`src/rtl/uart_pkg.sv`:
```
// Shared UART types and constants.
// Holds the default byte width and the TX feeder state encoding.
package uart_pkg;

  localparam int DATA_W = 8;

  typedef enum logic [1:0] {
    FD_IDLE,
    FD_LAUNCH,
    FD_DRAIN
  } feeder_state_e;

endpackage

```
`src/rtl/uart_tx_byte_feeder_if.sv`:
```
// Feeder-to-PHY launch handshake.
// master: drives phy_start/phy_data, sees phy_tx_busy; slave: the PHY side.
interface uart_tx_byte_feeder_if #(
  parameter int DATA_W = 8
);

  logic              phy_start;
  logic [DATA_W-1:0] phy_data;
  logic              phy_tx_busy;

  modport master (
    output phy_start,
    output phy_data,
    input  phy_tx_busy
  );

  modport slave (
    input  phy_start,
    input  phy_data,
    output phy_tx_busy
  );

endinterface

```
`src/rtl/uart_sync_fifo.sv`:
```
// Synchronous show-ahead FIFO with registered level/full/empty.
// Ports: clk, rst_n, push_i/din_i, pop_i, head_o, full_o, empty_o, level_o.
module uart_sync_fifo #(
  parameter int DEPTH  = 16,
  parameter int DATA_W = 8
) (
  input  logic                       clk,
  input  logic                       rst_n,
  input  logic                       push_i,
  input  logic [DATA_W-1:0]          din_i,
  input  logic                       pop_i,
  output logic [DATA_W-1:0]          head_o,
  output logic                       full_o,
  output logic                       empty_o,
  output logic [$clog2(DEPTH+1)-1:0] level_o
);

  localparam int AW = $clog2(DEPTH);
  localparam int LW = $clog2(DEPTH + 1);

  logic [DATA_W-1:0] mem_q [DEPTH];
  logic [AW-1:0]     wptr_q, wptr_d;
  logic [AW-1:0]     rptr_q, rptr_d;
  logic [LW-1:0]     level_q, level_d;
  logic              full_q, full_d;
  logic              empty_q, empty_d;
  logic              do_push, do_pop;

  // Both decisions use the pre-cycle flags.
  assign do_push = push_i && !full_q;
  assign do_pop  = pop_i && !empty_q;

  always_comb begin
    wptr_d  = wptr_q;
    rptr_d  = rptr_q;
    level_d = level_q;
    if (do_push) wptr_d = wptr_q + 1'b1;
    if (do_pop)  rptr_d = rptr_q + 1'b1;
    case ({do_push, do_pop})
      2'b10:   level_d = level_q + 1'b1;
      2'b01:   level_d = level_q - 1'b1;
      default: level_d = level_q;
    endcase
    full_d  = (level_d == LW'(DEPTH));
    empty_d = (level_d == '0);
  end

  always_ff @(posedge clk or negedge rst_n) begin
    if (!rst_n) begin
      wptr_q  <= '0;
      rptr_q  <= '0;
      level_q <= '0;
      full_q  <= 1'b0;
      empty_q <= 1'b1;
    end else begin
      wptr_q  <= wptr_d;
      rptr_q  <= rptr_d;
      level_q <= level_d;
      full_q  <= full_d;
      empty_q <= empty_d;
    end
  end

  // Storage needs no reset; validity is tracked by the pointers.
  always_ff @(posedge clk) begin
    if (do_push) mem_q[wptr_q] <= din_i;
  end

  assign head_o  = mem_q[rptr_q];
  assign full_o  = full_q;
  assign empty_o = empty_q;
  assign level_o = level_q;

endmodule

```
`src/rtl/uart_tx_byte_feeder.sv`:
```
// Buffers bytes and launches them one at a time into the UART TX PHY.
// Ports: system_clock, rst_n, host write side, phy (master), FIFO status.
module uart_tx_byte_feeder #(
  parameter int DEPTH  = 16,
  parameter int DATA_W = uart_pkg::DATA_W
) (
  input  logic                       system_clock,
  input  logic                       rst_n,
  input  logic                       wr_en,
  input  logic [DATA_W-1:0]          wr_data,
  input  logic                       tx_en,
  input  logic                       clr_overflow,
  uart_tx_byte_feeder_if.master      phy,
  output logic                       full,
  output logic                       empty,
  output logic [$clog2(DEPTH+1)-1:0] level,
  output logic                       overflow
);

  import uart_pkg::*;

  feeder_state_e     state_q, state_d;
  logic              start_q, start_d;
  logic [DATA_W-1:0] data_q, data_d;
  logic              ovf_q, ovf_d;
  logic              pop;
  logic [DATA_W-1:0] head;
  logic              fifo_full;
  logic              fifo_empty;

  uart_sync_fifo #(
    .DEPTH  (DEPTH),
    .DATA_W (DATA_W)
  ) u_fifo (
    .clk     (system_clock),
    .rst_n   (rst_n),
    .push_i  (wr_en),
    .din_i   (wr_data),
    .pop_i   (pop),
    .head_o  (head),
    .full_o  (fifo_full),
    .empty_o (fifo_empty),
    .level_o (level)
  );

  // phy_start is a level held until busy is seen, since the PHY
  // only samples it on its baud tick; data is frozen meanwhile.
  always_comb begin
    state_d = state_q;
    start_d = start_q;
    data_d  = data_q;
    pop     = 1'b0;
    case (state_q)
      FD_IDLE: begin
        if (tx_en && !fifo_empty && !phy.phy_tx_busy) begin
          pop     = 1'b1;
          data_d  = head;
          start_d = 1'b1;
          state_d = FD_LAUNCH;
        end
      end
      FD_LAUNCH: begin
        if (phy.phy_tx_busy) begin
          start_d = 1'b0;
          state_d = FD_DRAIN;
        end
      end
      FD_DRAIN: begin
        start_d = 1'b0;
        if (!phy.phy_tx_busy) state_d = FD_IDLE;
      end
      default: begin
        start_d = 1'b0;
        state_d = FD_IDLE;
      end
    endcase
  end

  // A dropped write beats a same-cycle clear.
  always_comb begin
    ovf_d = ovf_q;
    if (wr_en && fifo_full) ovf_d = 1'b1;
    else if (clr_overflow)  ovf_d = 1'b0;
  end

  always_ff @(posedge system_clock or negedge rst_n) begin
    if (!rst_n) begin
      state_q <= FD_IDLE;
      start_q <= 1'b0;
      data_q  <= '0;
      ovf_q   <= 1'b0;
    end else begin
      state_q <= state_d;
      start_q <= start_d;
      data_q  <= data_d;
      ovf_q   <= ovf_d;
    end
  end

  assign phy.phy_start = start_q;
  assign phy.phy_data  = data_q;
  assign full          = fifo_full;
  assign empty         = fifo_empty;
  assign overflow      = ovf_q;

endmodule
```
`src/flat_wrapper.sv`:
```
// flat-port wrapper written by rule: the top's interface ports become plain ports
module uart_tx_byte_feeder_flat import uart_pkg::*;
#(
  parameter int DEPTH  = 16,
  parameter int DATA_W = uart_pkg::DATA_W
)
  (system_clock, rst_n, wr_en, wr_data, tx_en, clr_overflow, full, empty, level, overflow, phy_phy_start, phy_phy_data, phy_phy_tx_busy);
  uart_tx_byte_feeder_if #(.DATA_W(DATA_W)) phy_i ();
  input  logic system_clock;
  input  logic rst_n;
  input  logic wr_en;
  input  logic [DATA_W-1:0] wr_data;
  input  logic tx_en;
  input  logic clr_overflow;
  output logic full;
  output logic empty;
  output logic [$clog2(DEPTH+1)-1:0] level;
  output logic overflow;
  output wire logic [$bits(phy_i.phy_start)-1:0] phy_phy_start;
  output wire logic [$bits(phy_i.phy_data)-1:0] phy_phy_data;
  input wire logic [$bits(phy_i.phy_tx_busy)-1:0] phy_phy_tx_busy;
  assign phy_phy_start = phy_i.phy_start;
  assign phy_phy_data = phy_i.phy_data;
  assign phy_i.phy_tx_busy = phy_phy_tx_busy;
  uart_tx_byte_feeder #(.DEPTH(DEPTH), .DATA_W(DATA_W)) u_core (.system_clock(system_clock), .rst_n(rst_n), .wr_en(wr_en), .wr_data(wr_data), .tx_en(tx_en), .clr_overflow(clr_overflow), .phy(phy_i), .full(full), .empty(empty), .level(level), .overflow(overflow));
endmodule
```
`config.mk`:
```
export PLATFORM = sky130hd
export DESIGN_NAME = uart_tx_byte_feeder_flat
export DESIGN_NICKNAME = d
export VERILOG_FILES = /design/src/rtl/uart_pkg.sv /design/src/rtl/uart_tx_byte_feeder_if.sv /design/src/rtl/uart_sync_fifo.sv /design/src/rtl/uart_tx_byte_feeder.sv /design/src/flat_wrapper.sv
export SDC_FILE = /design/constraint.sdc
export NUM_CORES = 1
export LEC_CHECK = 0
export ABC_AREA = 1
export CAP_MARGIN = 25
export CORE_MARGIN = 2
export CORE_UTILIZATION = 35
export CTS_BUF_LIST = sky130_fd_sc_hd__clkbuf_16
export DETAILED_ROUTE_END_ITERATION = 12
export PLACE_DENSITY = 0.53
export SYNTH_ARGS = -nofsm -noshare
export SYNTH_HDL_FRONTEND = slang
export SYNTH_HIERARCHICAL = 1
export SYNTH_SLANG_ARGS = --single-unit
```
`constraint.sdc`:
```
create_clock -name system_clock -period 2.85 [get_ports system_clock]
set_input_delay 0.57 -clock system_clock [delete_from_list [all_inputs] [get_ports system_clock]]
set_output_delay 0.57 -clock system_clock [all_outputs]
set_load 0.05 [all_outputs]
```
==> impl_metrics.tcl, run 1 <==
set metrics [dict create \
    synthFlopType "edfxtp_1" \
    grt_use_total_pct 15.3 \
    maxSlewViolCount 0 \
    worstPathCellList "clkdlybuf4s50_1" \
    synthArstFlopShare_pct 17.4 \
    startpoint "u_core/u_fifo/empty_o" \
    required_ns 2.28 \
    cts_tree "yes" \
    grt_start_max_net_pins 33 \
    crit_path_top_delay_cell "clkdlybuf4s50_1" \
    rsz0062_at_grt "no" \
    synth-compound-area-share_pct 8.98 \
    via_count 4069 \
    die_area_um2 19500 \
    ctsResizeCount 0 \
    syn_inst 496 \
    drtIter0Drc 405 \
    post-cts-setup-buffers 0 \
    max_slew.worst_pin.slew_ns 0.843 \
    synth_fa_ha_area_share_pct 1.36 \
    row_count 49 \
    skew_ns 0.00840 \
    clk-insertion-delay-late_ns 0.42 \
    first_pass_iters 5 \
    start_kind "flip-flop" \
    cts_root_buffer "clkbuf_16" \
    routed_wl_um 14300 \
    synth_edf_count 128 \
    yosys.area_share.simple_pct 12.0 \
    wire_per_inst_um 17.8 \
    drv_cap 0 \
    hpwl_um 9280 \
    cts_buffer_depth 2 \
    hold_viol 0 \
    p_leak_nw 2.88 \
    period_share_pct 86.2 \
    finalSetupViolations 0 \
    start_util_pct 35.8 \
    critPathCapture "empty" \
    die_h_um 140 \
    drc 0 \
    syn_to_final_growth_pct 20.7 \
    r2r_cells 13 \
    ant_nets 0 \
    clkSinkCount 155 \
    synth_top_family_by_area "simple AND/OR/NAND/NOR gates" \
    cts_max_level 4 \
    ys_seq_area_share_pct 70.1 \
    vias_per_cell 5.08 \
    crit_fanout 4 \
    syn-cell-area_um2 6450 \
    yosys.area.top_type_share_pct 59.6 \
    yosys_warnings 6 \
    port_buffers 30 \
    synth_area_leader_cell "edfxtp_1" \
    ios 31 \
    ys_ff_latch 155 \
    coreArea_um2 18000 \
    path_clk_slew_ns 0.07 \
    place.gp.congestion 0.767 \
    arrival_ns 1.89 \
    critical_path.top_delay_family "buffers and inverters" \
    outcome "completed" \
    grt_pass1_wl_um 22500 \
    layout-drive-gt1-share_pct 16.1 \
    period_needed_ns 2.46 \
    fmax_mhz 407 \
    finalPower_mw 8.15 \
    numCtsBuffers 17 \
    nFillCells 1656 \
    cp_slowest_stage_delay_ns 0.83 \
    cts_hold_buf 0 \
    path_buf_inv 1 \
    relSlewSlack_pct 43.6 \
    grt-ovfl-total 0 \
    peakVddDrop_mv 0.483 \
    reg2reg_to "u_core/u_fifo/full_o" \
    cp-end-kind "output pin" \
    synth_cell_types 37 \
    powerDensity_nw_per_um2 1050 \
    synthesis.nets 517 \
    synth_area_leaders "edfxtp_1 (60%), dfrtp_1 (10%), nor2_1 (4.2%)" \
    synth-xor-area-share_pct 0.951 \
    cp.depth 1 \
    antenna_found_initial 0 \
    r2r_setup_slack_ns 0.42 \
    synth_mux_area_share_pct 3.41 \
    fin_setup_tns_ns 0 \
    grt_pass1_vias 3938 \
    rr_startpoint "u_core/u_fifo/empty_o" \
    avgSynthCellArea_um2 13.0 \
    n_antenna_cell 0 \
    dieWidth_um 140 \
    path_class "flip-flop to output pin" \
    min_path_type "flip-flop to flip-flop" \
    fin_nets 580 \
]
==> worst min path at each step <==
| stage | start | endpoint | slack, ns | depth (start not counted) |
|---|---|---|---|---|
| 6_report | u_core/phy.phy_data[0] | u_core/phy.phy_data[0] | 0.48 | 2 |
| 5_1_grt | u_core/phy.phy_data[7] | u_core/phy.phy_data[7] | 0.51 | 2 |
| 4_1_cts | u_core/phy.phy_data[0] | u_core/phy.phy_data[0] | 0.49 | 2 |
| 3_5_place_dp | u_core/phy.phy_data[0] | u_core/phy.phy_data[0] | 0.47 | 2 |
| 3_3_place_gp | u_core/phy.phy_data[3] | u_core/phy.phy_data[3] | 0.47 | 2 |
| 2_1_floorplan | rst_n | u_core/overflow | 0.27 | 0 |
==> through the flow <==
| step | instances | instance area, um^2 | hold slack (ns) | util [%] | setup WS (ns) |
|---|---|---|---|---|---|
| floorplan | 496 | 6450 | 0.274 | - | 0.358 |
| global placement | 769 | 7230 | 0.474 | 40.1 | 0.00789 |
| detailed placement | 769 | 7230 | 0.471 | 40.1 | -0.0397 |
| CTS | 801 | 7780 | 0.488 | 43.2 | 0.369 |
| global route | 801 | 7780 | 0.506 | 43.2 | 0.202 |
| finish | 801 | 7780 | 0.481 | 43.2 | 0.394 |
==> Yosys cell counts, types with 6 or more instances <==
master,count
nand3_1,15
o221ai_1,22
clkbuf_1,11
nor2_1,73
edfxtp_1,128
nand2_1,61
inv_1,24
o21ai_0,39
buf_2,7
dfrtp_1,26
ha_1,7
o211ai_1,9
mux2i_1,22
xor2_1,6
o32ai_1,9
==> worst register-to-register path, cell delays in order, from the launching register on <==
cell and delay [ns]:
dfstp_2 0.62, nand3b_4 0.19, nor2_8 0.03, inv_1 0.13
nor2_8 0.06, buf_4 0.16, ha_1 0.32, inv_1 0.07
nand2_1 0.05, o21ai_0 0.11, or2_2 0.29, nor2_1 0.10
nand3_1 0.12, nor2_2 0.12
==> flip-flops by register name (all words and copies together) (netlist names) <==
signal and count:
u_core/state_q 2, u_core/phy.phy_data 8, u_core/u_fifo/rptr_q 4, u_core/u_fifo/wptr_q 4
u_core/u_fifo/full_o 1, u_core/u_fifo/mem_q 128, u_core/u_fifo/level_o 5, u_core/phy.phy_start 1
u_core/overflow 1, u_core/u_fifo/empty_o 1
==> logic make-up (layout without fill, tap and decap cells) <==
kind of cell,count (synthesis),in the layout
simple gates,168,168
flops,155,155
compound gates,85,85
buf+inv,52,128
mux,22,22
fa+ha+maj,7,7
xor+xnor,7,7
==> cell usage in the layout, fill, tap and decap left out, types with 6 or more instances in the layout <==
cell,netlist,final
edfxtp_1,128,128
nor2_1,73,73
nand2_1,61,61
o21ai_0,39,39
buf_4,1,35
clkdlybuf4s50_1,0,30
dfrtp_1,26,25
inv_1,24,24
mux2i_1,22,22
o221ai_1,22,22
clkbuf_16,0,17
nand3_1,15,15
o32ai_1,9,9
o211ai_1,9,9
ha_1,7,7
xor2_1,6,6
==> area by class of cell <==
class	count	area [um^2]	share of cell area, %
flip-flops and latches	155	4520	58.1
multi-input cells	289	1720	22.1
repair buffers	66	583	7.49
clock buffers	17	425	5.46
well taps	229	287	3.68
clock inverters	15	134	1.72
inverters	30	113	1.45
==> routing by layer <==
layer	vias to the layer above	global-route usage [%]	routed length (um)
li1	1930	-	-
met1	2031	20.3	6460
met2	87	24.6	6980
met3	21	3.06	476
met4	0	6.47	335
met5	-	0	0
==> where the power goes <==
group          leakage [nW]  total, mW  internal, mW  switching, mW
logic                  1.12       2.96          1.02           1.94
clock network         0.277       2.12          1.15          0.975
registers              1.49       3.07          2.83          0.243
Power figures use the tool's default switching activity.
==> inputs of run 2 (changes only) <==
--- a/config.mk
+++ b/config.mk
@@ -11,7 +11,8 @@
 export CORE_UTILIZATION = 35
 export CTS_BUF_LIST = sky130_fd_sc_hd__clkbuf_16
 export DETAILED_ROUTE_END_ITERATION = 12
-export PLACE_DENSITY = 0.53
+export DONT_BUFFER_PORTS = 1
+export PLACE_DENSITY = 0.51
 export SYNTH_ARGS = -nofsm -noshare
 export SYNTH_HDL_FRONTEND = slang
 export SYNTH_HIERARCHICAL = 1
==> constraint.sdc (replaced) <==
create_clock -name system_clock -period 2.5 [get_ports system_clock]
set_input_delay 0.5 -clock system_clock [delete_from_list [all_inputs] [get_ports system_clock]]
set_output_delay 0.5 -clock system_clock [all_outputs]
set_load 0.05 [all_outputs]
==> run 2 against run 1 <==
Net effect: critical path depth is 15 higher; first-iteration DRC count shrank 43%; routed wire length rose by 3.3%; sequential power is 26% higher; worst setup slack worse by 0.26 ns; cell count decreased by 3.9%; worst hold slack got worse by 0.31 ns; non-clock buffer count shrank 31; critical endpoint is now u_core/u_fifo/empty_o.
==> impl_metrics.tcl, run 2 (synthesis gave the netlist of run 1 again) <==
set metrics [dict create \
    outcome "completed" \
    vias_per_cell 5.15 \
    path_clk_slew_ns 0.07 \
    grt_pass1_vias 4069 \
    die_h_um 140 \
    path_class "flip-flop to flip-flop" \
    dieWidth_um 140 \
    hpwl_um 9130 \
    hold_slack_ns 0.174 \
    worstPathCellList "nor2_4, inv_2, nor2_8, inv_2, nor2_8, nand2_4, nand2_2, nand2_1, inv_1, ha_1, nand2_1, o21ai_0, or2_2, nor2_2, nand3_2, nor2_1" \
    maxSlewViolCount 0 \
    top_register "u_core/u_fifo/mem_q" \
    hold_viol 0 \
    antenna_found_initial 0 \
    fin_nets 549 \
    multi_input_area_um2 1740 \
    layout-drive-gt1-share_pct 17.4 \
    crit_fanout 5 \
    row_count 49 \
    crit_path_top_delay_cell "dfrtp_1" \
    drc 0 \
    port_buffers 0 \
    die_area_um2 19500 \
    powerDensity_nw_per_um2 1220 \
    cp-end-kind "flip-flop" \
    via_count 3964 \
    skew_ns 0.0147 \
    largest_reg_flops 128 \
    path_buf_inv 3 \
    seq_area_um2 4520 \
    period_share_pct 94.8 \
    critical_path.top_delay_family "simple AND/OR/NAND/NOR gates" \
    drtIter0Drc 231 \
    peakVddDrop_mv 0.714 \
    cts_tree "yes" \
    nFillCells 1683 \
    start_util_pct 35.8 \
    arrival_ns 2.73 \
    min_path_type "primary input to flip-flop" \
    grt-ovfl-total 0 \
    grt_start_max_net_pins 52 \
    first_pass_iters 5 \
    finalSetupViolations 0 \
    start_kind "flip-flop" \
    max_slew.worst_pin.slew_ns 0.604 \
    final_common_cell "edfxtp_1" \
    final_area_um2 7530 \
    cts_buffer_depth 2 \
    syn_to_final_growth_pct 16.8 \
    cts_max_level 4 \
    numCtsBuffers 17 \
    cp_slowest_stage_delay_ns 0.42 \
    grt_use_total_pct 15.8 \
    period_needed_ns 2.37 \
    p_leak_nw 2.80 \
    ios 31 \
    relSlewSlack_pct 59.7 \
    wire_per_inst_um 19.1 \
    n_antenna_cell 0 \
    coreArea_um2 18000 \
    place.gp.congestion 0.756 \
    grt_pass1_wl_um 23300 \
    r2r_setup_slack_ns 0.13 \
    postPlaceCellArea_um2 6890 \
    required_ns 2.86 \
    drv_cap 0 \
    finalWorstSetupSlack_ns 0.130 \
    fmax_mhz 422 \
    place_ws_ns 0.107 \
    clkSinkCount 155 \
    ant_nets 0 \
    clk-insertion-delay-late_ns 0.42 \
    final_cell_mix "edfxtp_1 (128), nor2_1 (71), nand2_1 (60), o21ai_0 (39), buf_4 (31)" \
    routed_wl_um 14700 \
    cts_root_buffer "clkbuf_16" \
]
## run 2: changes by cell type in the layout (fill, tap and decap cells not counted), sizes merged
cell | before | now
clkdlybuf4s50 | 30 | 0
inv | 36 | 38
clkinvlp | 1 | 0
clkbuf | 17 | 21
dlygate4sd3 | 0 | 1
buf | 36 | 34
clkinv | 8 | 3
## run 2: repair_timing
action / in CTS / in global routing
resized for setup: 0 / 6
setup buffers: 0 / 3
hold buffers: 2 / 0
hold endpoints to repair: 27 / 0
setup endpoints to repair: 0 / 2
## run 2: final timing paths
check / from / to / cells after the start
worst max-delay path: u_core/state_q[1] / u_core/u_fifo/empty_o / 16
worst min-delay path: wr_data[7] / u_core/u_fifo/mem_q[4][7] / 0
worst max register to register: u_core/state_q[1] / u_core/u_fifo/empty_o / 16
max in group asynchronous: rst_n / u_core/u_fifo/empty_o / 2
worst min register to register: u_core/state_q[1] / u_core/state_q[0] / 1
min in group asynchronous: rst_n / u_core/u_fifo/level_o[4] / 2
## run 2: where the power goes
part	total (mW)	internal, mW	leakage [nW]	switching, mW
logic	2.83	0.982	1.01	1.85
clock network	2.45	1.48	0.309	0.974
registers	3.87	3.22	1.48	0.657
total	9.16	5.68	2.80	3.48
## run 2: layout make-up
type                            count  area share (%)
Clock buffer                       21            6.97
Clock inverter                     11           0.598
Inverter                           30            1.49
Multi-Input combinational cell    289            23.1
Sequential cell                   155            60.0
Tap cell                          229            3.80
Timing Repair Buffer               35            4.02
## run 2: stage by stage
stage	total power [mW]	utilization (%)	cells	TNS (ns)
5_1_grt	9.67	41.8	770	-0.00354
2_1_floorplan	5.77	-	496	0
3_3_place_gp	6.64	38.2	733	0
3_5_place_dp	6.69	38.2	733	0
4_1_cts	9.19	41.6	767	0
6_report	9.16	41.8	770	0
## run 2: layer usage
layer	GRT usage [%]	vias up	part of all wire, %
met4	4.53	0	1.4
met5	0	-	0
met1	22.2	2010	48
met3	3.58	13	3.8
li1	-	1860	-
met2	24.7	81	46
